==> src/rtl/seven_seg_scan_ctrl.sv <==
// seven_seg_scan_ctrl
//   Time-multiplexes two hex digits onto one shared seven-segment decoder.
//   Each digit is lit for PERIOD cycles. An optional blanking interval of DEAD
//   cycles precedes each digit, so the decoder can settle with all anodes off.
//   New digit pairs arrive through a valid/ready handshake into a shadow
//   register. They reach the display only at a frame boundary, so a frame
//   never shows a mix of old and new data.
//
//   Build option: define SEVSEG_DEADTIME_EN to enable the blanking states.
//   When it is undefined the scan is SHOW0 -> SHOW1 and the DEAD parameter
//   has no effect.
//
// Ports
//   clk         in   clock, rising edge
//   reset       in   synchronous, active-high
//   load_valid  in   din holds a new digit pair
//   load_ready  out  shadow register is free (no pending pair)
//   din[7:0]    in   [3:0] digit 0, [7:4] digit 1
//   s[3:0]      out  nibble for the shared decoder
//   an_n[1:0]   out  active-low digit enables (bit0 = digit 0)
//   frame_tick  out  high in the last cycle of every frame
//
// State table
//   state  | meaning
//   BLANK0 | anodes off, decoder fed digit 0 (dead-time build only)
//   SHOW0  | digit 0 lit
//   BLANK1 | anodes off, decoder fed digit 1 (dead-time build only)
//   SHOW1  | digit 1 lit; the frame ends in its last cycle

module seven_seg_scan_ctrl #(
  parameter int PERIOD = 24000,
  parameter int DEAD   = 240
) (
  input  logic       clk,
  input  logic       reset,
  input  logic       load_valid,
  output logic       load_ready,
  input  logic [7:0] din,
  output logic [3:0] s,
  output logic [1:0] an_n,
  output logic       frame_tick
);

  localparam int CW = $clog2(PERIOD);
  localparam logic [CW-1:0] SHOW_TC = CW'(PERIOD - 1);
  localparam logic [CW-1:0] DEAD_TC = CW'(DEAD - 1);

  typedef enum logic [1:0] {
    BLANK0 = 2'd0,
    SHOW0  = 2'd1,
    BLANK1 = 2'd2,
    SHOW1  = 2'd3
  } state_t;

`ifdef SEVSEG_DEADTIME_EN
  localparam state_t RESET_STATE = BLANK0;
`else
  localparam state_t RESET_STATE = SHOW0;
`endif

  state_t          state, state_next;
  logic [CW-1:0]   cnt;
  logic [CW-1:0]   tc;
  logic            at_tc;
  logic            in_blank;
  logic            digit1;
  logic [7:0]      active;
  logic [7:0]      shadow;
  logic            pending;
  logic            transfer;
  logic            commit;

  // The blank states are unreachable when dead time is disabled, so the
  // DEAD terminal count only ever takes effect in the dead-time build.
  assign in_blank = (state == BLANK0) || (state == BLANK1);
  assign tc       = in_blank ? DEAD_TC : SHOW_TC;
  assign at_tc    = (cnt == tc);
  assign digit1   = (state == BLANK1) || (state == SHOW1);

  // Next-state logic.
  always_comb begin
    state_next = state;
    if (at_tc) begin
      unique case (state)
`ifdef SEVSEG_DEADTIME_EN
        BLANK0:  state_next = SHOW0;
        SHOW0:   state_next = BLANK1;
        BLANK1:  state_next = SHOW1;
        SHOW1:   state_next = BLANK0;
`else
        SHOW0:   state_next = SHOW1;
        SHOW1:   state_next = SHOW0;
        default: state_next = SHOW0;
`endif
      endcase
    end
  end

  // Output decode. It uses registered state only.
  always_comb begin
    an_n = 2'b11;
    unique case (state)
      SHOW0:   an_n = 2'b10;
      SHOW1:   an_n = 2'b01;
      default: an_n = 2'b11;
    endcase
  end

  assign s          = digit1 ? active[7:4] : active[3:0];
  assign frame_tick = (state == SHOW1) && (cnt == SHOW_TC);
  assign load_ready = ~pending;

  // A transfer needs pending=0 and a commit needs pending=1, so the two
  // can never happen on the same edge.
  assign transfer = load_valid && !pending;
  assign commit   = frame_tick && pending;

  always_ff @(posedge clk) begin
    if (reset) begin
      state   <= RESET_STATE;
      cnt     <= '0;
      active  <= 8'h00;
      shadow  <= 8'h00;
      pending <= 1'b0;
    end else begin
      state <= state_next;
      cnt   <= at_tc ? '0 : cnt + CW'(1);
      if (commit) begin
        active  <= shadow;
        pending <= 1'b0;
      end
      if (transfer) begin
        shadow  <= din;
        pending <= 1'b1;
      end
    end
  end

endmodule

==> config.mk <==
export PLATFORM = sky130hd
export DESIGN_NAME = seven_seg_scan_ctrl
export DESIGN_NICKNAME = d
export VERILOG_FILES = /design/src/rtl/seven_seg_scan_ctrl.sv
export SDC_FILE = /design/constraint.sdc
export NUM_CORES = 1
export LEC_CHECK = 0
export BUFFER_PORTS_ARGS = -buffer_cell sky130_fd_sc_hd__buf_2
export CAP_MARGIN = 10
export CORE_ASPECT_RATIO = 0.5
export CORE_MARGIN = 3
export CORE_UTILIZATION = 34
export CTS_BUF_LIST = sky130_fd_sc_hd__clkbuf_4
export DETAILED_ROUTE_END_ITERATION = 6
export PLACE_DENSITY_LB_ADDON = 0.08
export SLEW_MARGIN = 20
export SYNTH_ARGS = -nofsm -noshare
export SYNTH_HDL_FRONTEND = slang
export SYNTH_SLANG_ARGS = --single-unit
==> constraint.sdc <==
create_clock -name clk -period 1.5 [get_ports clk]
set_input_delay 0.3 -clock clk [delete_from_list [all_inputs] [get_ports clk]]
set_output_delay 0.3 -clock clk [all_outputs]
set_load 0.02 [all_outputs]
* After elaboration in Yosys (flattened, before gate mapping)
Cells that the tools add are included.
** Word-level totals
- Register bits after elaboration :: 34
- Input bits :: 11
- Output and inout bits :: 8
- Logic and storage cells :: 27
** Operators by class
- Add/sub/neg operators :: 1
- Eq/ne operators :: 5
- Multiplexer cells :: 6
- Bitwise gates (word level) :: 1
- Reduce and logical (&&, ||, !) cells :: 9
** Operator list (number)
- 15-bit by 1-bit adder with 15-bit output (second input constant) :: 1
- 15-bit == test :: 1
- 15-bit == test (second input constant) :: 1
- 15-bit 2-to-1 mux :: 1
- 2-bit == test (second input constant) :: 2
- 4-bit 2-to-1 mux :: 1
- 2-bit one-hot mux with 2 select lines :: 1
- 1-bit logical AND :: 3
- 2-bit by 1-bit == test with 1-bit output (second input constant) :: 1
- 2-bit logical NOT :: 1
- 1-bit logical OR :: 2
- 1-bit 2-to-1 mux :: 2
- 2-bit 2-to-1 mux :: 1
- 2-bit nonzero test :: 1
- 2-bit OR reduction :: 1
- 1-bit logical NOT :: 1
- 1-bit NOT :: 1

* Depth between registers and ports, before layout
Gate-level depths: netlist of run 1.
- Depth after elaboration :: 5
- Mapped depth :: 8
- Depth with buffers taken out :: 5

* Least setup slack after synthesis of run 1
OpenSTA, ideal clock, no wires.
- Path kind :: register to output
- Start point :: register cnt[0]
- End point :: output frame_tick
- Data arrival time :: 1.343 ns
- Data required time :: 1.200 ns
- Path slack :: -0.143 ns
- Cell stages (with the launch flop) :: 6
- Path buffers :: 1
- Path through :: dfxtp_1 > ha_1 > clkbuf_2 > nand4_4 > nor4_4 > and2_1
** Between the ends
- Word-level cells in the longest chain between the ends :: 2
** RTL lines
- from (decl) :: line 62 : logic [CW-1:0] cnt;
- from (signal assigned) :: line 127 : cnt <= at_tc ? '0 : cnt + CW'(1);
- 15-bit == test :: line 110 : assign frame_tick = (state == SHOW1) && (cnt == SHOW_TC);
- 1-bit logical AND :: line 110
- to (decl) :: line 41 : output logic frame_tick
No other way between the ends.

* Final worst setup path of run 1
- Start point :: register cnt[13]
- End point :: output frame_tick
The elaborated chain is that of the path after synthesis.

==> flow_summary.toml, run 1 <==
[outcome]
outcome = "finished, violations left"
violated_checks = "setup timing"

[cts]
tritoncts = "yes"
h-tree-depth = 2
clk_pin_slew_ns = 0.11
worst_skew_pair.late_latency_ns = 0.33
ctsLongestPathBuffers = 2
tritoncts.num_buffers = 5
cts_root_buffer = "sky130_fd_sc_hd__clkbuf_4"
cts.sinks = 33
number_of_buffers_inserted_for_hold_repair_after_clock_tree_synthesis = 0

[yosys]
ys_ff_latch = 33
yosys.cell_types.count = 26
avgSynthCellArea_um2 = 10.0
syn_inst = 145
synth_edf_count = 0
synth.yosys.seq_area_share_pct = 45.4
largest_family_of_logic_cells_by_synthesized_area = "simple AND/OR/NAND/NOR gates"
synth_mux_area_share_pct = 14.1
synth_nets = 157
post_synth_and_or_nand_nor_area_fraction_pct = 25.3
post_synthesis_instance_area_um2 = 1460
synth_top_area_cell = "sky130_fd_sc_hd__dfxtp_1"
post_synth_xor_area_fraction_pct = 8.42
synth.top_cells.by_area = "sky130_fd_sc_hd__dfxtp_1 (45%), sky130_fd_sc_hd__mux2i_1 (11%), sky130_fd_sc_hd__nor2_1 (8.5%)"
complex_gate_fraction_of_the_synthesized_area_pct = 0
synth_top_cell_area_share_pct = 45.4
top_flip_flop_cell_by_instance_count_after_synthesis = "sky130_fd_sc_hd__dfxtp_1"
synth_adder_area_share_pct = 0.859
postSynth.asyncResetShare_pct = 0
synth.yosys.warnings = 0

[layout]
syn2layout_area_growth_pct = 43.2
diodes = 0
num-fill-cells = 367
stdcell_count = 241
fin_nets = 198
final_layout_size_suffix_gt1_share_pct = 46.0

[placement]
dp.final_hpwl_um = 1880
placement.setup.worst_slack_ns = -0.149
placedCellCount = 228
routabilityCongestion = 0.681
port_buffers = 18

[run]
maxCapViolations = 0

[floorplan]
die-area_um2 = 5150
core_area_um2 = 4000
num_rows = 16
floorplan.die.height_um = 52.3
die_width_um = 98.6
pin_count = 19
initial_utilization_pct = 36.4

[sta]
maxClockFrequency_mhz = 513
tightest_slew_ns = 0.352
final-max-slew-violation-count = 0
final-hold-violation-count = 0
setup_violations = 30
min_period_over_period_pct = 130
rsz0062_at_grt = "true"
layout_min_cycle_time_ns = 1.95
clock-skew-final_ns = 0.00932
post-route-worst-setup-slack_ns = -0.448
max_slew_margin_pct = 76.2

[global_route]
grt_max_degree = 19
globalRoute.totalOverflow = 0
grt_antenna_before_repair = 0
grt_use_total_pct = 12.0
grt_first_pass_wirelength_um = 4780
via_count_of_the_first_global_routing_pass = 1034

[worst_hold_path]
class_of_the_tightest_hold_or_removal_check = "in2reg"

[drt]
drt_wl_total_um = 2840
routedWlPerCell_um = 11.8
drt_pass1_iterations = 4
drc = 0
detailroute.via_count = 1074
ant_nets = 0
initialDrtViolationCount = 11
avgViaCountPerCell = 4.46

[power_and_ir_drop]
power_leakage_nw = 0.859
power_density_nw_per_um2 = 898
ir_worst_vdd_v = 0.000350

[worst_setup_path]
crit_path_top_delay_cell = "sky130_fd_sc_hd__or4b_4"
required_ns = 1.20
worst-path-buf-inv = 1
end_kind = "primary output"
worstPathCellList = "or4b_4 > nor4_4 > and2_4 > buf_6"
critical_path.startpoint_type = "flip-flop"
critical-path-max-stage-delay_ns = 0.55
timing.critical_path.arrival_ns = 1.65
crit_fanout = 2
worst_path_dominant_cell_family = "simple AND/OR/NAND/NOR gates"
criticalPathCategory = "reg2out"
final timing paths:
| check | start | to | slack [ns] | cells after the start |
|---|---|---|---|---|
| worst min register to register | active[1] | active[1] | 0.50 | 2 |
| worst min-delay path | din[4] | shadow[4] | 0.19 | 3 |
| worst max register to register | cnt[13] | active[3] | -0.23 | 6 |
| worst max-delay path | cnt[13] | frame_tick | -0.45 | 4 |
power by group:
part	switching (W)	internal [W]
logic	0.0000710	0.0000717
clock network	0.000302	0.000516
registers	0.0000151	0.000898
total	0.000388	0.00149
cell usage after synthesis (2+ instances only):
cell type	instances
sky130_fd_sc_hd__nor2_1	33
sky130_fd_sc_hd__buf_4	2
sky130_fd_sc_hd__clkbuf_1	5
sky130_fd_sc_hd__nor4_4	2
sky130_fd_sc_hd__mux2i_1	16
sky130_fd_sc_hd__nand3_1	4
sky130_fd_sc_hd__dfxtp_1	33
sky130_fd_sc_hd__and3_1	2
sky130_fd_sc_hd__buf_6	3
sky130_fd_sc_hd__xnor2_1	4
sky130_fd_sc_hd__xor2_1	10
sky130_fd_sc_hd__and2_1	3
sky130_fd_sc_hd__inv_1	4
sky130_fd_sc_hd__nand4_1	6
sky130_fd_sc_hd__mux2_2	4
sky130_fd_sc_hd__nand2_1	3
sky130_fd_sc_hd__nand4_4	2
cell families (layout without fill, tap and decap cells):
family	after synthesis	after routing
DFF	33	33
buffers and inverters	15	57
muxes	20	20
adders and majority gates	1	1
and+or+nand+nor	62	62
xor gates and xnor gates	14	14
cell type report:
type | instances | area (µm²) | area share, %
multi-input combinational | 97 | 846 | 40.6
sequential | 33 | 666 | 31.9
timing repair buffer | 45 | 389 | 18.7
tap | 54 | 67.6 | 3.24
clock inverter | 3 | 65.1 | 3.12
clock buffer | 5 | 37.5 | 1.80
inverter | 4 | 15.0 | 0.720
placed cells by master, fill, tap and decap left out, drive strengths merged, types with 2 or more instances in the layout:
| master | synthesis | routed |
|---|---|---|
| nand3 | 4 | 4 |
| buf | 5 | 45 |
| clkbuf | 6 | 5 |
| mux2 | 4 | 4 |
| and3 | 2 | 2 |
| mux2i | 16 | 16 |
| xor2 | 10 | 10 |
| nand4 | 8 | 8 |
| and4 | 2 | 2 |
| dfxtp | 33 | 33 |
| nor2 | 33 | 33 |
| inv | 4 | 4 |
| nor4 | 2 | 2 |
| bufinv | 0 | 2 |
| nand2 | 3 | 3 |
| xnor2 | 4 | 4 |
| and2 | 3 | 3 |
per-layer routing:
metal / track usage [%] / vias to the layer above / part of all wire [%]
met5: 0 / - / 0
met4: 4.08 / 0 / 0.39
met3: 4.91 / 2 / 4.4
met2: 20.7 / 12 / 48
met1: 13.8 / 496 / 47
li1: - / 564 / -
metrics by stage:
step                power [W]  setup TNS [ns]  utilization [%]  cell area (µm²)  hold slack [ns]
floorplan            0.000997          -0.873                -             1480            0.385
global placement      0.00103           -2.61             43.4             1740            0.472
detailed placement    0.00103           -3.04             43.4             1740            0.480
CTS                   0.00187           -7.58             49.0             1960            0.187
global route          0.00196           -6.78             52.1             2090            0.188
finish                0.00187           -5.11             52.1             2090            0.194
worst min-delay path, cell delays in order:
cell                      delay, ns
sky130_fd_sc_hd__buf_2         0.07
sky130_fd_sc_hd__mux2i_1       0.05
sky130_fd_sc_hd__nor2_1        0.07
timing repair:
action / 4_1_cts / 5_1_grt
setup endpoints to repair: 29 / 30
gates resized for setup: 16 / 36
pin swaps: 0 / 17
cloned: 1 / 0
buffers inserted: 5 / 2
flip-flops by register name, indices dropped and copies added (netlist names):
register and count:
cnt 15, active 8, shadow 8, pending 1, state 1
Power figures use the tool's default switching activity.
==> run 2, diff against run 1 <==
--- a/config.mk
+++ b/config.mk
@@ -6,10 +6,9 @@
 export NUM_CORES = 1
 export LEC_CHECK = 0
 export BUFFER_PORTS_ARGS = -buffer_cell sky130_fd_sc_hd__buf_2
-export CAP_MARGIN = 10
 export CORE_ASPECT_RATIO = 0.5
 export CORE_MARGIN = 3
-export CORE_UTILIZATION = 34
+export CORE_UTILIZATION = 35
 export CTS_BUF_LIST = sky130_fd_sc_hd__clkbuf_4
 export DETAILED_ROUTE_END_ITERATION = 6
 export PLACE_DENSITY_LB_ADDON = 0.08
==> constraint.sdc (replaced) <==
create_clock -name clk -period 1.8 [get_ports clk]
set_input_delay 0.36 -clock clk [delete_from_list [all_inputs] [get_ports clk]]
set_output_delay 0.36 -clock clk [all_outputs]
set_load 0.02 [all_outputs]
==> run 2 against run 1 <==
The run still ends with setup timing left; register-to-register slack gained 0.33 ns; clock skew grew 0.0019 ns; sequential power shrank 17%; sequential share of layout area grew 7.6 points; critical endpoint unchanged; count of clock-buffer cells in the layout is the same; routed wire length shrank 12%; final area shrank 19%; global-route usage shrank 1.0 points; highest routed layer unchanged.
==> flow_summary.toml, run 2 (synthesis gave the netlist of run 1 again) <==
[outcome]
outcome = "finished, violations left"
violated_checks = "setup timing"

[floorplan]
num_rows = 15
initial_utilization_pct = 39.4
die_width_um = 97.2
core_area_um2 = 3700
floorplan.die.height_um = 51.6
pin_count = 19
die-area_um2 = 5020

[layout]
largest_register_ffs = 15
layout.cells.most_common = "sky130_fd_sc_hd__nor2_1"
fin_nets = 179
diodes = 0
largestRegisters = "cnt: 15 flops, active: 8 flops, shadow: 8 flops"
layout.cells.most_common_list = "sky130_fd_sc_hd__nor2_1 (33), sky130_fd_sc_hd__dfxtp_1 (30), sky130_fd_sc_hd__buf_2 (17), sky130_fd_sc_hd__mux2i_1 (16), sky130_fd_sc_hd__xor2_1 (10)"
syn2layout_area_growth_pct = 15.9
max_flop_register = "cnt"
post-route-util_pct = 45.7
num-fill-cells = 376
final_layout_size_suffix_gt1_share_pct = 27.4
finalInstanceArea_um2 = 1690

[sta]
layout_min_cycle_time_ns = 2.02
setup_violations = 1
clock-skew-final_ns = 0.0113
rsz0062_at_grt = "true"
post-route-worst-setup-slack_ns = -0.221
max_slew_margin_pct = 75.8
tightest_slew_ns = 0.358
min_period_over_period_pct = 112
maxClockFrequency_mhz = 495
final-hold-violation-count = 0
hold_ws_ns = 0.260
final-max-slew-violation-count = 0

[drt]
routedWlPerCell_um = 11.4
detailroute.via_count = 979
drt_wl_total_um = 2500
ant_nets = 0
drt_pass1_iterations = 3
drc = 0
initialDrtViolationCount = 16
avgViaCountPerCell = 4.47

[global_route]
via_count_of_the_first_global_routing_pass = 944
grt_use_total_pct = 11.0
globalRoute.totalOverflow = 0
grt_max_degree = 20
grt_antenna_before_repair = 0
grt_first_pass_wirelength_um = 4360

[cts]
cts_root_buffer = "sky130_fd_sc_hd__clkbuf_4"
tritoncts = "yes"
worst_skew_pair.late_latency_ns = 0.32
h-tree-depth = 2
cts.sinks = 33
cts_resized = 2
ctsLongestPathBuffers = 2
tritoncts.num_buffers = 5
postCtsSetupRepairBufs = 0
clk_pin_slew_ns = 0.10
number_of_buffers_inserted_for_hold_repair_after_clock_tree_synthesis = 0

[worst_setup_path]
crit_fanout = 2
critical_path.startpoint_type = "flip-flop"
end_kind = "primary output"
criticalPathCategory = "reg2out"
timing.critical_path.arrival_ns = 1.66
required_ns = 1.44

[power_and_ir_drop]
totalPowerFinal_w = 0.00122
power_leakage_nw = 0.719
ir_worst_vdd_v = 0.000314
power_density_nw_per_um2 = 721

[placement]
dp.final_hpwl_um = 1760
placement.setup.worst_slack_ns = 0.102
placed_area_um2 = 1620
routabilityCongestion = 0.729
port_buffers = 18

[run]
maxCapViolations = 0

[worst_hold_path]
class_of_the_tightest_hold_or_removal_check = "in2reg"
## run 2: changes by cell type in the layout (fill, tap and decap cells not counted), sizes merged
| cell | change |
|---|---|
| buf | -19 |
| bufinv | -2 |
| clkinv | +2 |
## run 2: final cells by class
cell class                      instances  area, µm²  share of cell area (%)
Sequential cell                        33        667                    39.5
Multi-Input combinational cell         97        711                    42.1
Timing Repair Buffer                   26        181                    10.7
Clock buffer                            5       37.5                    2.22
Inverter                                4       15.0                   0.890
Clock inverter                          3       12.5                   0.741
Tap cell                               51       63.8                    3.78
## run 2: worst paths after layout
path	slack [ns]	cells after the start	endpoint	from
worst max-delay path	-0.22	4	frame_tick	cnt[13]
worst min register to register	0.45	1	cnt[0]	cnt[0]
worst max register to register	0.10	5	active[6]	cnt[13]
worst min-delay path	0.26	3	shadow[4]	din[4]
## run 2: through the flow
stage               TNS [ns]  cells
CTS                   -0.245    219
global placement           0    211
global route          -0.331    219
floorplan                  0    145
detailed placement         0    211
finish                -0.221    219
## run 2: power by group
group / internal [W] / total (W) / switching (W)
Clock: 0.000141 / 0.000379 / 0.000237
Sequential: 0.000746 / 0.000758 / 0.0000115
Combinational: 0.0000387 / 0.0000805 / 0.0000417
Total: 0.000926 / 0.00122 / 0.000291
## run 2: metal layers
layer  track usage (%)  share of wire, %  up-vias
met3              4.42               4.9        4
met2              16.9                42       12
met4              3.45              0.92        0
met1              14.3                52      434
met5                 0                 0        -
li1                  -                 -      529
## run 2: critical path: stages (launching register included)
cell,delay (ns)
sky130_fd_sc_hd__dfxtp_2,0.33
sky130_fd_sc_hd__or4b_4,0.57
sky130_fd_sc_hd__nor4_4,0.16
sky130_fd_sc_hd__and2_1,0.17
sky130_fd_sc_hd__buf_6,0.12
==> run 3, diff against run 2 <==
--- a/config.mk
+++ b/config.mk
@@ -12,6 +12,7 @@
 export CTS_BUF_LIST = sky130_fd_sc_hd__clkbuf_4
 export DETAILED_ROUTE_END_ITERATION = 6
 export PLACE_DENSITY_LB_ADDON = 0.08
+export REMOVE_ABC_BUFFERS = 1
 export SLEW_MARGIN = 20
 export SYNTH_ARGS = -nofsm -noshare
 export SYNTH_HDL_FRONTEND = slang
==> run 3 against run 2 <==
The run still ends with setup timing left; largest cell class unchanged; utilization up 1.8 points; setup slack got worse by 0.0067 ns; die area unchanged; non-clock buffer count increased by 3; first-iteration DRC count rose by 19%; largest power group unchanged; sequential share of layout area down 1.6 points; critical path depth unchanged; count of clock-buffer cells in the layout stayed put; final cell count increased by 1.4%; final area up 3.9%; combinational power increased by 4.1%; global-route usage up 0.77 points.
==> flow_summary.toml, run 3 (synthesis gave the netlist of run 1 again) <==
[power_and_ir_drop]
power_density_nw_per_um2 = 870
power_leakage_nw = 0.757
ir_worst_vdd_v = 0.000325

[global_route]
globalRoute.totalOverflow = 0
grt_max_degree = 16
grt_use_total_pct = 11.8
via_count_of_the_first_global_routing_pass = 1005
grt_first_pass_wirelength_um = 4510
grt_antenna_before_repair = 0

[drt]
avgViaCountPerCell = 4.54
detailroute.via_count = 1007
ant_nets = 0
routedWlPerCell_um = 11.4
drt_pass1_iterations = 4
initialDrtViolationCount = 19
drt_wl_total_um = 2530
drc = 0

[floorplan]
die-area_um2 = 5020
pin_count = 19
core_area_um2 = 3700
initial_utilization_pct = 39.4
die_width_um = 97.2
floorplan.die.height_um = 51.6
num_rows = 15

[worst_setup_path]
critical_path.startpoint_type = "flip-flop"
crit_path_top_delay_cell = "sky130_fd_sc_hd__or4b_4"
crit_fanout = 3
criticalPathCategory = "reg2out"
worstPathCellList = "or4b_4 > nor4_4 > and2_4 > buf_6"
timing.critical_path.arrival_ns = 1.67
r2r_end = "active[6]"
critical-path-max-stage-delay_ns = 0.55
reg2reg_slack_ns = 0.03
regToRegStartpoint = "cnt[9]"
end_kind = "primary output"
worst-path-buf-inv = 1
required_ns = 1.44
worst_path_dominant_cell_family = "simple AND/OR/NAND/NOR gates"
reg2regPathDepth = 6

[cts]
number_of_buffers_inserted_for_hold_repair_after_clock_tree_synthesis = 0
worst_skew_pair.late_latency_ns = 0.33
cts.sinks = 33
h-tree-depth = 2
tritoncts.num_buffers = 5
clk_pin_slew_ns = 0.10
cts_root_buffer = "sky130_fd_sc_hd__clkbuf_4"
ctsLongestPathBuffers = 2
tritoncts = "yes"

[sta]
maxClockFrequency_mhz = 493
final.setup.tns_ns = -0.227
post-route-worst-setup-slack_ns = -0.227
setup_violations = 1
final-hold-violation-count = 0
clock-skew-final_ns = 0.00391
tightest_slew_ns = 0.382
rsz0062_at_grt = "true"
min_period_over_period_pct = 113
layout_min_cycle_time_ns = 2.03
max_slew_margin_pct = 74.2
final-max-slew-violation-count = 0

[outcome]
outcome = "finished, violations left"
violated_checks = "setup timing"

[worst_hold_path]
worstHoldEndpoint = "shadow[5]"
class_of_the_tightest_hold_or_removal_check = "in2reg"
whs_path_depth = 3
worstHoldStart = "din[5]"

[layout]
finalInstanceArea_um2 = 1750
layout.cells.most_common_list = "sky130_fd_sc_hd__nor2_1 (33), sky130_fd_sc_hd__dfxtp_1 (30), sky130_fd_sc_hd__buf_2 (17), sky130_fd_sc_hd__mux2i_1 (16), sky130_fd_sc_hd__xor2_1 (10)"
largest_register_ffs = 15
max_flop_register = "cnt"
layout.cells.most_common = "sky130_fd_sc_hd__nor2_1"
fin_nets = 182
syn2layout_area_growth_pct = 20.4
final_layout_size_suffix_gt1_share_pct = 30.4
diodes = 0
largestRegisters = "cnt: 15 flops, active: 8 flops, shadow: 8 flops"

[placement]
dp.final_hpwl_um = 1800
routabilityCongestion = 0.658
port_buffers = 18
placed_area_um2 = 1630

[run]
maxCapViolations = 0
[run 3: worst max path at each step]
stage	cells past startpoint	endpoint	startpoint
finish	4	frame_tick	cnt[9]
global route	4	frame_tick	cnt[9]
CTS	4	frame_tick	cnt[9]
detailed placement	4	frame_tick	cnt[9]
global placement	4	frame_tick	cnt[9]
floorplan	4	active[0]	cnt[6]
[run 3: where the power goes]
group	total [W]	switching, W	internal (W)
combinational	0.0000838	0.0000434	0.0000404
clock	0.000684	0.000255	0.000430
sequential	0.000759	0.0000104	0.000748
[run 3: area by class of cell]
| cell class | instances | area (µm²) |
|---|---|---|
| repair buffers | 29 | 195 |
| flip-flops and latches | 33 | 664 |
| clock buffers | 5 | 37.5 |
| fillers | 358 | 1940 |
| inverters | 4 | 15.0 |
| clock inverters | 3 | 65.1 |
| well taps | 51 | 63.8 |
| multi-input cells | 97 | 713 |
[run 3: stage by stage]
step / cells / hold WS (ns) / setup slack, ns / util (%) / total power [W]
2_1_floorplan: 134 / 0.413 / -0.0000323 / - / 0.000817
3_3_place_gp: 213 / 0.422 / 0.116 / 44.0 / 0.000859
3_5_place_dp: 213 / 0.442 / 0.107 / 44.0 / 0.000860
4_1_cts: 222 / 0.240 / -0.251 / 47.2 / 0.00155
5_1_grt: 222 / 0.255 / -0.340 / 47.4 / 0.00159
6_report: 222 / 0.254 / -0.227 / 47.4 / 0.00153
[run 3: tightest hold or removal path, cell delays in order]
cell and delay (ns):
sky130_fd_sc_hd__buf_2 0.07, sky130_fd_sc_hd__mux2i_1 0.05, sky130_fd_sc_hd__nor2_1 0.07
[run 3: repair_timing]
item,CTS,global route
resized for setup,4,4
endpoints found under the hold margin,0,0
setup buffers,1,0
endpoints found under the setup margin,5,3
pin swaps,2,0
[run 3: routing by layer]
metal  GRT usage [%]  vias to the layer above  part of all wire [%]
met2            18.8                       19                    43
li1                -                      531                     -
met3            5.35                        7                   6.3
met1            13.8                      450                    49
met5               0                        -                     0
met4            5.52                        0                   1.8
